[config.mk]
export PLATFORM = sky130hd
export DESIGN_NAME = riscv_lsu
export DESIGN_NICKNAME = d
export VERILOG_FILES = /design/src/rtl/riscv_lsu.sv
export SDC_FILE = /design/constraint.sdc
export NUM_CORES = 1
export LEC_CHECK = 0
export CORE_MARGIN = 3
export CORE_UTILIZATION = 40
export DETAILED_ROUTE_END_ITERATION = 10
export GPL_TIMING_DRIVEN = 0
export PLACE_DENSITY = 0.85
export SLEW_MARGIN = 20
export SYNTH_ARGS = -nofsm -noshare
export SYNTH_HDL_FRONTEND = slang
export SYNTH_SLANG_ARGS = --single-unit
export TNS_END_PERCENT = 1
[constraint.sdc]
create_clock -name clk_i -period 4.3 [get_ports clk_i]
set_input_delay 0.645 -clock clk_i [delete_from_list [all_inputs] [get_ports clk_i]]
set_output_delay 0.645 -clock clk_i [all_outputs]
set_load 0.05 [all_outputs]
[src/rtl/riscv_lsu.sv]
// rtl/riscv_lsu.sv - load/store unit between core datapath and data memory
//
// Turns one core load/store request into a single data-memory transaction
// with byte enables and lane-replicated write data, formats returned load
// data (sign/zero extension) and stalls the core until the access retires.
//
// Optional feature macro: LSU_MISALIGN_EN
//   defined   : misaligned H/HU/W requests skip memory and pulse misaligned_o
//   undefined : misaligned_o tied to 0, misaligned accesses issued as-is
//
// Ports:
//   clk_i, rst_ni         clock (rising edge), async active-low reset
//   core_req_i            core access request, held until stall drops
//   core_we_i             1 = store, 0 = load
//   core_size_i           funct3 size code (0=B 1=H 2=W 4=BU 5=HU)
//   core_addr_i           byte address
//   core_wd_i             store data
//   core_rd_o             formatted data of the last completed load
//   core_stall_o          core must hold PC and state
//   misaligned_o          misaligned-access exception pulse
//   mem_req_o             data-memory request
//   mem_we_o              data-memory write enable
//   mem_be_o              byte enables
//   mem_addr_o            full byte address (low bits kept)
//   mem_wd_o              lane-replicated write data
//   mem_rd_i              raw read word
//   mem_ready_i           memory completes the transaction this cycle
`timescale 1ns/1ps

module riscv_lsu #(
    parameter int ADDR_W = 32,
    parameter int DATA_W = 32
) (
    input  logic              clk_i,
    input  logic              rst_ni,
    input  logic              core_req_i,
    input  logic              core_we_i,
    input  logic [2:0]        core_size_i,
    input  logic [ADDR_W-1:0] core_addr_i,
    input  logic [DATA_W-1:0] core_wd_i,
    output logic [DATA_W-1:0] core_rd_o,
    output logic              core_stall_o,
    output logic              misaligned_o,
    output logic              mem_req_o,
    output logic              mem_we_o,
    output logic [3:0]        mem_be_o,
    output logic [ADDR_W-1:0] mem_addr_o,
    output logic [DATA_W-1:0] mem_wd_o,
    input  logic [DATA_W-1:0] mem_rd_i,
    input  logic              mem_ready_i
);

    localparam logic [1:0] S_IDLE   = 2'd0;
    localparam logic [1:0] S_ACCESS = 2'd1;
    localparam logic [1:0] S_RESP   = 2'd2;

    logic [1:0]        state_q;
    logic [ADDR_W-1:0] addr_q;
    logic [DATA_W-1:0] wd_q;
    logic [2:0]        size_q;
    logic              we_q;

    logic              in_access;
    logic              misalign;
    logic [3:0]        st_be;
    logic [DATA_W-1:0] st_wd;
    logic [7:0]        ld_byte;
    logic [15:0]       ld_half;
    logic [DATA_W-1:0] ld_fmt;

    assign in_access = (state_q == S_ACCESS);

`ifdef LSU_MISALIGN_EN
    // Size codes 1 and 5 share low bits 01 (H/HU).
    assign misalign = ((core_size_i[1:0] == 2'b01) && core_addr_i[0]) ||
                      ((core_size_i == 3'd2) && (core_addr_i[1:0] != 2'b00));
`else
    assign misalign = 1'b0;
`endif

    // Store lane formatting from the captured request.
    always_comb begin
        st_be = 4'b0000;
        st_wd = wd_q;
        case (size_q)
            3'd0: begin
                st_be = 4'b0001 << addr_q[1:0];
                st_wd = {4{wd_q[7:0]}};
            end
            3'd1: begin
                st_be = addr_q[1] ? 4'b1100 : 4'b0011;
                st_wd = {2{wd_q[15:0]}};
            end
            3'd2:    st_be = 4'b1111;
            default: st_be = 4'b0000;
        endcase
    end

    // Load formatting of the raw word for the captured address/size.
    assign ld_byte = mem_rd_i[{addr_q[1:0], 3'b000} +: 8];
    assign ld_half = addr_q[1] ? mem_rd_i[31:16] : mem_rd_i[15:0];

    always_comb begin
        ld_fmt = '0;
        case (size_q)
            3'd0:    ld_fmt = {{24{ld_byte[7]}}, ld_byte};
            3'd1:    ld_fmt = {{16{ld_half[15]}}, ld_half};
            3'd2:    ld_fmt = mem_rd_i;
            3'd4:    ld_fmt = {24'd0, ld_byte};
            3'd5:    ld_fmt = {16'd0, ld_half};
            default: ld_fmt = '0;
        endcase
    end

    // Memory outputs decode only registered state, so they are stable for
    // the whole ACCESS and drop the instant reset forces the FSM to IDLE.
    assign mem_req_o  = in_access;
    assign mem_we_o   = in_access & we_q;
    assign mem_be_o   = in_access ? (we_q ? st_be : 4'b1111) : 4'b0000;
    assign mem_addr_o = in_access ? addr_q : '0;
    assign mem_wd_o   = in_access ? st_wd : '0;

    assign core_stall_o = rst_ni & core_req_i & (state_q != S_RESP);

    always_ff @(posedge clk_i or negedge rst_ni) begin
        if (!rst_ni) begin
            state_q   <= S_IDLE;
            addr_q    <= '0;
            wd_q      <= '0;
            size_q    <= 3'd0;
            we_q      <= 1'b0;
            core_rd_o <= '0;
        end else begin
            case (state_q)
                S_IDLE: begin
                    if (core_req_i) begin
                        addr_q  <= core_addr_i;
                        wd_q    <= core_wd_i;
                        size_q  <= core_size_i;
                        we_q    <= core_we_i;
                        state_q <= misalign ? S_RESP : S_ACCESS;
                    end
                end
                S_ACCESS: begin
                    if (mem_ready_i) begin
                        if (!we_q) begin
                            core_rd_o <= ld_fmt;
                        end
                        state_q <= S_RESP;
                    end
                end
                S_RESP:  state_q <= S_IDLE;
                default: state_q <= S_IDLE;
            endcase
        end
    end

`ifdef LSU_MISALIGN_EN
    logic mis_q;

    always_ff @(posedge clk_i or negedge rst_ni) begin
        if (!rst_ni) begin
            mis_q <= 1'b0;
        end else begin
            mis_q <= (state_q == S_IDLE) && core_req_i && misalign;
        end
    end

    assign misaligned_o = mis_q;
`else
    assign misaligned_o = 1'b0;
`endif

endmodule

# Word level (Yosys, flattened, before mapping)
# Cells that the tools add are included.
# totals
reg_bits	102
inputBits	104
out_inout_bits	104
wordCells	37
# classes
n_eq_ne	8
n_shift	2
n_mux	12
bitwise	4
reduce_logical	5
# ops
operator	count
$pmux 32 s5	1
$mux 32	2
$pmux 32 s2	1
$shiftx 32x6->8	1
$mux 16	1
$mux 4	3
$pmux 4 s3	1
$eq 3x3->1 const B	2
$ne 2x2->1 const B	3
$mux 2	2
$pmux 2 s2	1
$reduce_and 2->1	2
$shl 1x2->4 const A	1
$and 1x1->1	3
$eq 3x1->1 const B	1
$eq 3x2->1 const B	1
$logic_not 3->1	1
$reduce_and 3->1	1
$eq 2x1->1 const B	1
$logic_not 2->1	1
$not 1->1	1

# Longest topological paths before layout
# Gate-level depths: netlist of run 1.
# depth
depth_word	4
depth_mapped	7
depth_no_buf	5

# Least setup slack after synthesis of run 1
# No wires, ideal clock.
# synth_path
kind	reg2out
startpoint	register size_q[1]
endpoint	output mem_wd_o[27]
arrival_time_ns	2.367
required_time_ns	3.655
setup_slack_ns	1.288
path_stages_with_launch	6
path_buffers	2
cell_sequence	dfrtp_1 -> buf_2 -> nor2_1 -> clkbuf_1 -> nor2_1 -> a211oi_1
# synth_via
elab_chain_cells	3
word_cells_on_any_way	4
cone_classes	1 x eq/ne; 2 x mux; 1 x reduce/logical
# synth_rtl
item	line_no	rtl
from (decl)	60	logic [2:0] size_q;
from (signal assigned)	139	size_q <= core_size_i;
$eq 3x1->1 / $logic_not 3->1 (equally long branches)	85	case (size_q)
$pmux 32 s2 (*)	85	
$mux 32 (*)	121	assign mem_wd_o = in_access ? st_wd : '0;
to (decl)	48	output logic [DATA_W-1:0] mem_wd_o,
# Mark *: on every way between the ends. The rest lies on a longest branch, timed or not.

# Worst setup path after layout of run 1
# layout_path
startpoint	register size_q[1]
endpoint	output mem_wd_o[30]
# Same word-level chain as after synthesis.

==> flow_summary_export.csv, run 1 <==
group,metric,value,unit
critical_path,max_stage_delay,0.86,ns
flow_run,max-cap-violations,0,
placement,hpwl,12.2,mm
clocking,root_buffer,"clkbuf_16",
floorplan,dieWidth,119,um
layout,multi_input_area,2350,um^2
clocking,clk_pin_slew,0.07,ns
placement,place_inst,841,
global_routing,grt_max_degree,79,
timing,hold_viol,0,
floorplan,start_util,0.416,
timing,setup_violations,0,
clocking,cts_hold_buf,0,
timing,period_share,0.851,
floorplan,dieArea,14100,um^2
clocking,cts.sinks,102,
clocking,insertion_delay,0.35,ns
layout,final_cells,858,
critical_path,crit_slowest_cell,"clkdlybuf4s50_1",
layout,drive_gt1_frac,0.174,
placement,portBuffers,206,
routing,wl,15.8,mm
critical_path,critPathKind,"reg2out",
floorplan,rows,40,
layout,area_growth,51.6,%
clocking,cts_resized,0,
critical_path,crit_family,"buffers and inverters",
pwr,p_leak,0.00310,uW
logic_synthesis,synth_area,5080,um^2
routing,dr.pass1.iters,5,
routing,vias_per_cell,5.28,
timing,maxSlewHeadroom,0.361,
critical_path,critPathBufInv,3,
critical_path,cp_cell_sequence,"buf_2, nor2_1, clkbuf_1, nor2_1, a211oi_1, clkdlybuf4s50_1",
routing,avgRoutedWirePerCell,18.5,um
logic_synthesis,ys_seq_area_frac,0.502,
clocking,htreeDepth,3,
clocking,cts_tree,"built",
critical_path,r2r-start,"state_q[0]",
routing,ant_nets,0,
timing,tightest_slew,0.956,ns
layout,nets,788,
routing,vias,4534,
floorplan,die_h,119,um
logic_synthesis,synth_warnings,0,
critical_path,crit_fanout,10,
logic_synthesis,ys_types,42,
critical_path,critPathMostFrequentCell,"nor2_1",
routing,dr.first_iter.drc_count,381,
timing,fmaxAchievable,273,MHz
clocking,numCtsBuffers,9,
floorplan,core,12200,um^2
pwr,power.density,808,nW/um^2
global_routing,globalRouteOverflowTotal,0,
clocking,cts_buffer_depth,2,
timing,tns,0,ns
min_path,hp-class,"in2async",
timing,postLayoutSetupSlackWorst,0.641,ns
global_routing,globalRouteTotalUtil,0.226,
logic_synthesis,synth_cells,466,
pwr,peakVddDrop,0.375,mV
global_routing,grt_pass1_vias,4710,
critical_path,start_kind,"flop",
timing,rsz0062_at_grt,"false",
placement,pre_cts_ws,1.06,ns
critical_path,worstPathRequired,3.65,ns
clocking,cts_setup_buffers,0,
routing,drc,0,
global_routing,grt_pass1_wl,25.3,mm
floorplan,io_pins,208,
global_routing,antenna_found_initial,1,
critical_path,reg2reg_to,"wd_q[2]",
critical_path,reg2reg_setup_slack,2.20,ns
placement,gp_congestion,0.895,
critical_path,crit_path_end_kind,"output port",
logic_synthesis,syn_nets,570,
logic_synthesis,yosys_register_bits,102,
timing,fin_worst_skew,0.00744,ns
logic_synthesis,syn_area_per_cell,10.9,um^2
layout,regArea,2550,um^2
critical_path,r2r_cells,3,
layout,nFillCells,966,
critical_path,arrival,3.01,ns
run_status,status,"finished clean",
timing,maxSlewViolCount,0,
timing,min_period,3.66,ns
-- worst register-to-register path, cell delays in order, from the launching register on --
cell	delay, ns
dfrtp_1	0.40
nor3b_1	0.80
buf_2	0.41
mux2_2	0.37
-- flip-flops by register name, indices dropped and copies added, names as in the netlist --
name       flops
wd_q          32
state_q        2
core_rd_o     32
we_q           1
size_q         3
addr_q        32
-- Yosys cell counts --
cell | count | area, um^2
a21oi_1 | 39 | 195
nor4bb_1 | 1 | 10.0
and2_1 | 43 | 269
or3b_2 | 1 | 8.76
o21ai_0 | 8 | 40.0
nand3_1 | 1 | 5.00
mux2_4 | 1 | 15.0
a221oi_1 | 9 | 78.8
a221o_1 | 1 | 10.0
mux4_2 | 8 | 180
nor2b_1 | 1 | 6.26
buf_2 | 14 | 70.1
nand2b_1 | 3 | 18.8
nand2_1 | 52 | 195
nor3_4 | 1 | 16.3
buf_6 | 2 | 22.5
a22oi_1 | 6 | 45.0
buf_4 | 2 | 15.0
nand3b_1 | 1 | 7.51
mux2i_1 | 11 | 110
a2bb2oi_1 | 1 | 8.76
nor3b_1 | 2 | 15.0
mux2_2 | 67 | 754
a2111oi_4 | 1 | 27.5
clkbuf_1 | 15 | 56.3
or3_1 | 1 | 6.26
conb_1 | 1 | 3.75
o21ai_1 | 2 | 10.0
dfrtp_1 | 102 | 2550
buf_1 | 2 | 7.51
and3_4 | 1 | 11.3
nor2_2 | 2 | 12.5
nor2_1 | 44 | 165
or2_2 | 1 | 6.26
clkinv_1 | 1 | 3.75
a211oi_1 | 8 | 60.1
o21bai_1 | 1 | 7.51
and3_1 | 1 | 6.26
inv_1 | 2 | 7.51
o21ai_2 | 1 | 8.76
a31oi_1 | 4 | 25.0
o211ai_1 | 1 | 7.51
-- kinds of logic (layout without fill, tap and decap cells) --
logic type	count (synthesis)	in the layout	synth area share
DFF	102	102	0.502
and+or+nand+nor	156	156	0.149
buffers and inverters	38	261	0.0359
other	1	2	0.000738
AOI/OAI and AO/OA	82	82	0.103
muxes	87	87	0.209
-- layer usage --
layer / track usage / wire (um) / vias to the layer above
li1: - / - / 2067
met1: 0.273 / 6070 / 2192
met2: 0.378 / 7970 / 233
met3: 0.0766 / 1420 / 40
met4: 0.0789 / 376 / 2
met5: 0 / 9 / -
-- layout make-up --
type | count | area share
diodes | 1 | 0.000325
plain buffers | 35 | 0.0222
clock buffers | 11 | 0.0328
clock inverters | 5 | 0.00861
inverters | 3 | 0.00146
multi-input cells | 326 | 0.305
flip-flops and latches | 102 | 0.331
well taps | 168 | 0.0273
repair buffers | 207 | 0.271
-- how the worst max path moves through the flow --
stage | depth (start not counted) | startpoint | end
2_1_floorplan | 5 | size_q[1] | mem_wd_o[27]
3_3_place_gp | 4 | rst_ni | core_stall_o
3_5_place_dp | 6 | size_q[1] | mem_wd_o[29]
4_1_cts | 6 | size_q[1] | mem_wd_o[30]
5_1_grt | 6 | size_q[1] | mem_wd_o[29]
6_report | 6 | size_q[1] | mem_wd_o[30]
-- through the flow --
| step | util | total power [uW] | hold slack [ns] | area (um^2) |
|---|---|---|---|---|
| 4_1_cts | 0.631 | 6260 | 0.141 | 7700 |
| 6_report | 0.631 | 6230 | 0.146 | 7700 |
| 3_5_place_dp | 0.605 | 5380 | 0.487 | 7380 |
| 2_1_floorplan | - | 4130 | 0.349 | 5080 |
| 5_1_grt | 0.631 | 6550 | 0.153 | 7700 |
| 3_3_place_gp | 0.602 | 5290 | 0.481 | 7350 |
-- power breakdown --
part	total [uW]	switching (uW)	leakage (uW)	internal (uW)
clock	859	370	0.000154	489
sequential	1700	299	0.00119	1400
combinational	3670	2310	0.00176	1370
total	6230	2980	0.00310	3250
-- placed cells by master (no fill, tap or decap), types with 8 or more instances in the layout --
cell type	synthesis	final
nand2_1	52	52
nor2_1	44	44
clkdlybuf4s50_1	0	205
mux2_2	67	67
mux2i_1	11	11
o21ai_0	8	8
a211oi_1	8	8
a21oi_1	39	39
clkbuf_1	15	15
and2_1	43	43
dfrtp_1	102	102
buf_2	14	14
a221oi_1	9	9
clkbuf_16	0	9
mux4_2	8	8
(Power assumes the default switching activity.)
==> run 2, diff against run 1 <==
--- a/config.mk
+++ b/config.mk
@@ -5,6 +5,7 @@
 export SDC_FILE = /design/constraint.sdc
 export NUM_CORES = 1
 export LEC_CHECK = 0
+export CORE_ASPECT_RATIO = 1.25
 export CORE_MARGIN = 3
 export CORE_UTILIZATION = 40
 export DETAILED_ROUTE_END_ITERATION = 10
==> flow_summary_export.csv, run 2 (same netlist as run 1, synthesis figures left out) <==
group,metric,value,unit
clocking,cts_setup_buffers,0,
timing,setup_violations,0,
timing,fin_hold_ws,0.240,ns
pwr,power.density,810,nW/um^2
layout,area_growth,51.4,%
timing,tightest_slew,1.13,ns
pwr,p_leak,0.00310,uW
global_routing,antenna_found_initial,0,
global_routing,grt_max_degree,54,
timing,period_share,0.850,
routing,dr.first_iter.drc_count,237,
global_routing,globalRouteOverflowTotal,0,
layout,fin_area,7700,um^2
routing,dr_wl_met3,1.22,mm
routing,vias,4517,
timing,fin_worst_skew,0.00990,ns
critical_path,critPathKind,"reg2out",
run_status,status,"finished clean",
layout,regArea,2550,um^2
flow_run,max-cap-violations,0,
clocking,cts_tree,"built",
clocking,cts.sinks,102,
timing,rsz0062_at_grt,"false",
clocking,insertion_delay,0.34,ns
layout,final_cell_mix,"205 x clkdlybuf4s50_1, 102 x dfrtp_1, 67 x mux2_2",
critical_path,crit_path_end_kind,"output port",
timing,maxSlewViolCount,0,
floorplan,io_pins,208,
clocking,clk_pin_slew,0.06,ns
critical_path,crit_fanout,10,
routing,avgRoutedWirePerCell,18.8,um
layout,layout_commonest_cell,"clkdlybuf4s50_1",
layout,multi_input_area,2350,um^2
global_routing,globalRouteTotalUtil,0.231,
routing,ant_nets,0,
routing,wl_met1,6.13,mm
critical_path,arrival,3.01,ns
min_path,hp-class,"in2async",
routing,wl,16.1,mm
routing,wl_met2,8.06,mm
timing,maxSlewHeadroom,0.244,
layout,utilization,0.627,
clocking,numCtsBuffers,9,
timing,tns,0,ns
clocking,root_buffer,"clkbuf_16",
placement,placedInstanceArea,7380,um^2
routing,highest_layer,"met4",
floorplan,die_h,132,um
placement,hpwl,12.4,mm
timing,fmaxAchievable,273,MHz
clocking,cts_buffer_depth,2,
global_routing,grt_pass1_vias,4795,
clocking,htreeDepth,3,
pwr,peakVddDrop,0.343,mV
layout,top_regs,"addr_q x32, core_rd_o x32, wd_q x32",
floorplan,dieWidth,107,um
global_routing,grt_pass1_wl,25.7,mm
layout,drive_gt1_frac,0.170,
critical_path,worstPathRequired,3.65,ns
critical_path,start_kind,"flop",
routing,drc,0,
floorplan,core,12300,um^2
clocking,cts_hold_buf,0,
routing,dr.pass1.iters,5,
timing,hold_viol,0,
layout,nFillCells,1042,
floorplan,start_util,0.414,
floorplan,dieArea,14100,um^2
placement,portBuffers,206,
routing,vias_per_cell,5.30,
layout,nets,788,
floorplan,rows,45,
clocking,cts_resized,0,
layout,num_antenna_cells,0,
placement,gp_congestion,0.951,
timing,min_period,3.66,ns
-- run 2: changes by cell type in the layout (fill, tap and decap cells not counted) --
cell       previous run  this run
inv_8                 1         0
clkinv_4              2         0
clkbuf_8              2         1
bufinv_16             1         2
clkbuf_1             15        18
diode_2               1         0
-- run 2: report_power, final --
part	internal, uW	switching, uW
clock network	527	339
logic	1370	2320
registers	1400	289
-- run 2: through the flow --
stage / worst slack [ns] / cells / power (uW)
6_report: 0.643 / 853 / 6230
3_3_place_gp: -2.02 / 836 / 5290
3_5_place_dp: 1.01 / 837 / 5380
5_1_grt: 0.426 / 853 / 6550
2_1_floorplan: 1.29 / 466 / 4130
4_1_cts: 0.618 / 853 / 6270
-- run 2: per-layer routing --
metal / GRT usage / vias up
met4: 0.114 / 0
met2: 0.389 / 222
met1: 0.277 / 2189
met3: 0.0505 / 45
li1: - / 2061
met5: 0 / -
-- run 2: worst max-delay path: stages (launching register included) --
cell and delay (ns):
dfrtp_1 0.35, buf_2 0.15, nor2_1 0.52, clkbuf_1 0.43
nor2_1 0.07, a211oi_1 0.29, clkdlybuf4s50_1 0.86
-- run 2: layout make-up --
class / instances / share of cell area
plain buffers: 35 / 0.0223
clock buffers: 13 / 0.0325
clock inverters: 3 / 0.00878
inverters: 3 / 0.00146
multi-input cells: 326 / 0.305
flip-flops and latches: 102 / 0.332
well taps: 164 / 0.0267
repair buffers: 207 / 0.272
-- run 2: path summary, 6_finish.rpt --
kind                             from      endpoint  slack, ns  cells after the start
max                         size_q[1]  mem_wd_o[29]       0.64                      6
min                            rst_ni      wd_q[18]       0.24                      1
max reg2reg                state_q[0]      wd_q[28]       2.03                      3
min reg2reg                 addr_q[6]     addr_q[6]       0.50                      1
max in group asynchronous      rst_ni     addr_q[3]       3.43                      2
min in group clk_i          addr_q[6]     addr_q[6]       0.50                      1
==> run 3, diff against run 2 <==
--- a/config.mk
+++ b/config.mk
@@ -5,7 +5,7 @@
 export SDC_FILE = /design/constraint.sdc
 export NUM_CORES = 1
 export LEC_CHECK = 0
-export CORE_ASPECT_RATIO = 1.25
+export CORE_ASPECT_RATIO = 1.5
 export CORE_MARGIN = 3
 export CORE_UTILIZATION = 40
 export DETAILED_ROUTE_END_ITERATION = 10
==> flow_summary_export.csv, run 3 (same netlist as run 1, synthesis figures left out) <==
group,metric,value,unit
run_status,status,"finished clean",
timing,postLayoutSetupSlackWorst,0.628,ns
global_routing,grt_max_degree,65,
placement,gp_congestion,0.939,
placement,pre_cts_ws,1.01,ns
layout,top_regs,"addr_q x32, core_rd_o x32, wd_q x32",
routing,wl,16.1,mm
floorplan,io_pins,208,
routing,avgRoutedWirePerCell,19.2,um
layout,drive_gt1_frac,0.173,
routing,vias,4466,
routing,vias_per_cell,5.30,
timing,maxSlewViolCount,0,
critical_path,worstPathRequired,3.65,ns
timing,tightest_slew,0.840,ns
timing,fin_worst_skew,0.00728,ns
layout,nFillCells,997,
routing,dr.first_iter.drc_count,193,
layout,fin_area,7650,um^2
global_routing,antenna_found_initial,0,
routing,dr_wl_met3,1.11,mm
critical_path,start_kind,"flop",
routing,wl_met1,5.79,mm
timing,maxSlewHeadroom,0.439,
critical_path,r2r_cells,5,
critical_path,arrival,3.03,ns
layout,utilization,0.627,
floorplan,start_util,0.417,
floorplan,die_h,144,um
timing,min_period,3.67,ns
layout,nets,788,
clocking,numCtsBuffers,9,
routing,ant_nets,0,
timing,period_share,0.854,
layout,multi_input_area,2350,um^2
critical_path,critPathKind,"reg2out",
clocking,cts_hold_buf,0,
clocking,cts_buffer_depth,2,
pwr,p_leak,0.00308,uW
clocking,cts_resized,0,
layout,layout_commonest_cell,"clkdlybuf4s50_1",
global_routing,grt_pass1_wl,25.4,mm
critical_path,crit_path_end_kind,"output port",
global_routing,globalRouteOverflowTotal,0,
pwr,peakVddDrop,0.408,mV
clocking,cts_setup_buffers,0,
routing,drc,0,
floorplan,core,12200,um^2
placement,placedInstanceArea,7360,um^2
floorplan,dieWidth,98.0,um
clocking,cts_tree,"built",
layout,regArea,2550,um^2
timing,hold_viol,0,
clocking,insertion_delay,0.34,ns
layout,num_antenna_cells,0,
floorplan,dieArea,14100,um^2
critical_path,crit_fanout,10,
routing,wl_met2,8.49,mm
global_routing,grt_pass1_vias,4855,
floorplan,rows,49,
pwr,power.density,806,nW/um^2
clocking,clk_pin_slew,0.07,ns
flow_run,max-cap-violations,0,
routing,highest_layer,"met4",
timing,rsz0062_at_grt,"false",
timing,fmaxAchievable,272,MHz
layout,final_cell_mix,"205 x clkdlybuf4s50_1, 102 x dfrtp_1, 67 x mux2_2",
layout,area_growth,50.5,%
placement,hpwl,12.7,mm
clocking,cts.sinks,102,
global_routing,globalRouteTotalUtil,0.227,
clocking,root_buffer,"clkbuf_16",
routing,dr.pass1.iters,5,
timing,setup_violations,0,
critical_path,reg2reg_setup_slack,2.27,ns
placement,portBuffers,206,
min_path,hp-class,"in2async",
clocking,htreeDepth,3,
[run 3: cell count changes in the layout (fill, tap and decap cells not counted), sizes merged]
cell      before  now
inv            2    4
bufinv         2    0
clkbuf        28   26
clkinvlp       1    2
clkinv         1    2
[run 3: worst max-delay path, stage by stage, from the launching register on]
cell and delay [ns]:
dfrtp_1 0.36, buf_2 0.15, nor2_1 0.54, clkbuf_1 0.41, nor2_1 0.08, a211oi_1 0.27, clkdlybuf4s50_1 0.87
[run 3: final timing paths]
path / start / endpoint
setup / recovery: size_q[1] / mem_wd_o[28]
hold / removal: rst_ni / wd_q[17]
setup reg to reg: size_q[0] / core_rd_o[4]
hold reg to reg: addr_q[3] / addr_q[3]
max in group asynchronous: rst_ni / addr_q[23]
min in group clk_i: addr_q[3] / addr_q[3]
[run 3: cell type report]
cell class,instances,share of cell area
plain buffers,35,0.0224
flip-flops and latches,102,0.334
repair buffers,207,0.273
clock inverters,5,0.00540
inverters,3,0.00147
well taps,153,0.0250
clock buffers,11,0.0317
multi-input cells,326,0.307
[run 3: power by group]
group,switching (uW),total [uW],leakage (uW),internal (uW)
combinational,2330,3700,0.00176,1370
clock,368,782,0.000133,414
sequential,291,1690,0.00119,1400
[run 3: through the flow]
stage	setup TNS [ns]	hold WS [ns]	instances	power [uW]
floorplan	0	0.349	466	4130
global placement	-125.64	0.482	825	5300
detailed placement	0	0.492	826	5410
CTS	0	0.207	842	6200
global route	0	0.221	842	6460
finish	0	0.193	842	6170
[run 3: routing by layer]
layer  track usage  vias up
met3        0.0512       49
met4         0.124        0
met5             0        -
li1              -     2052
met1         0.248     2147
met2         0.406      218
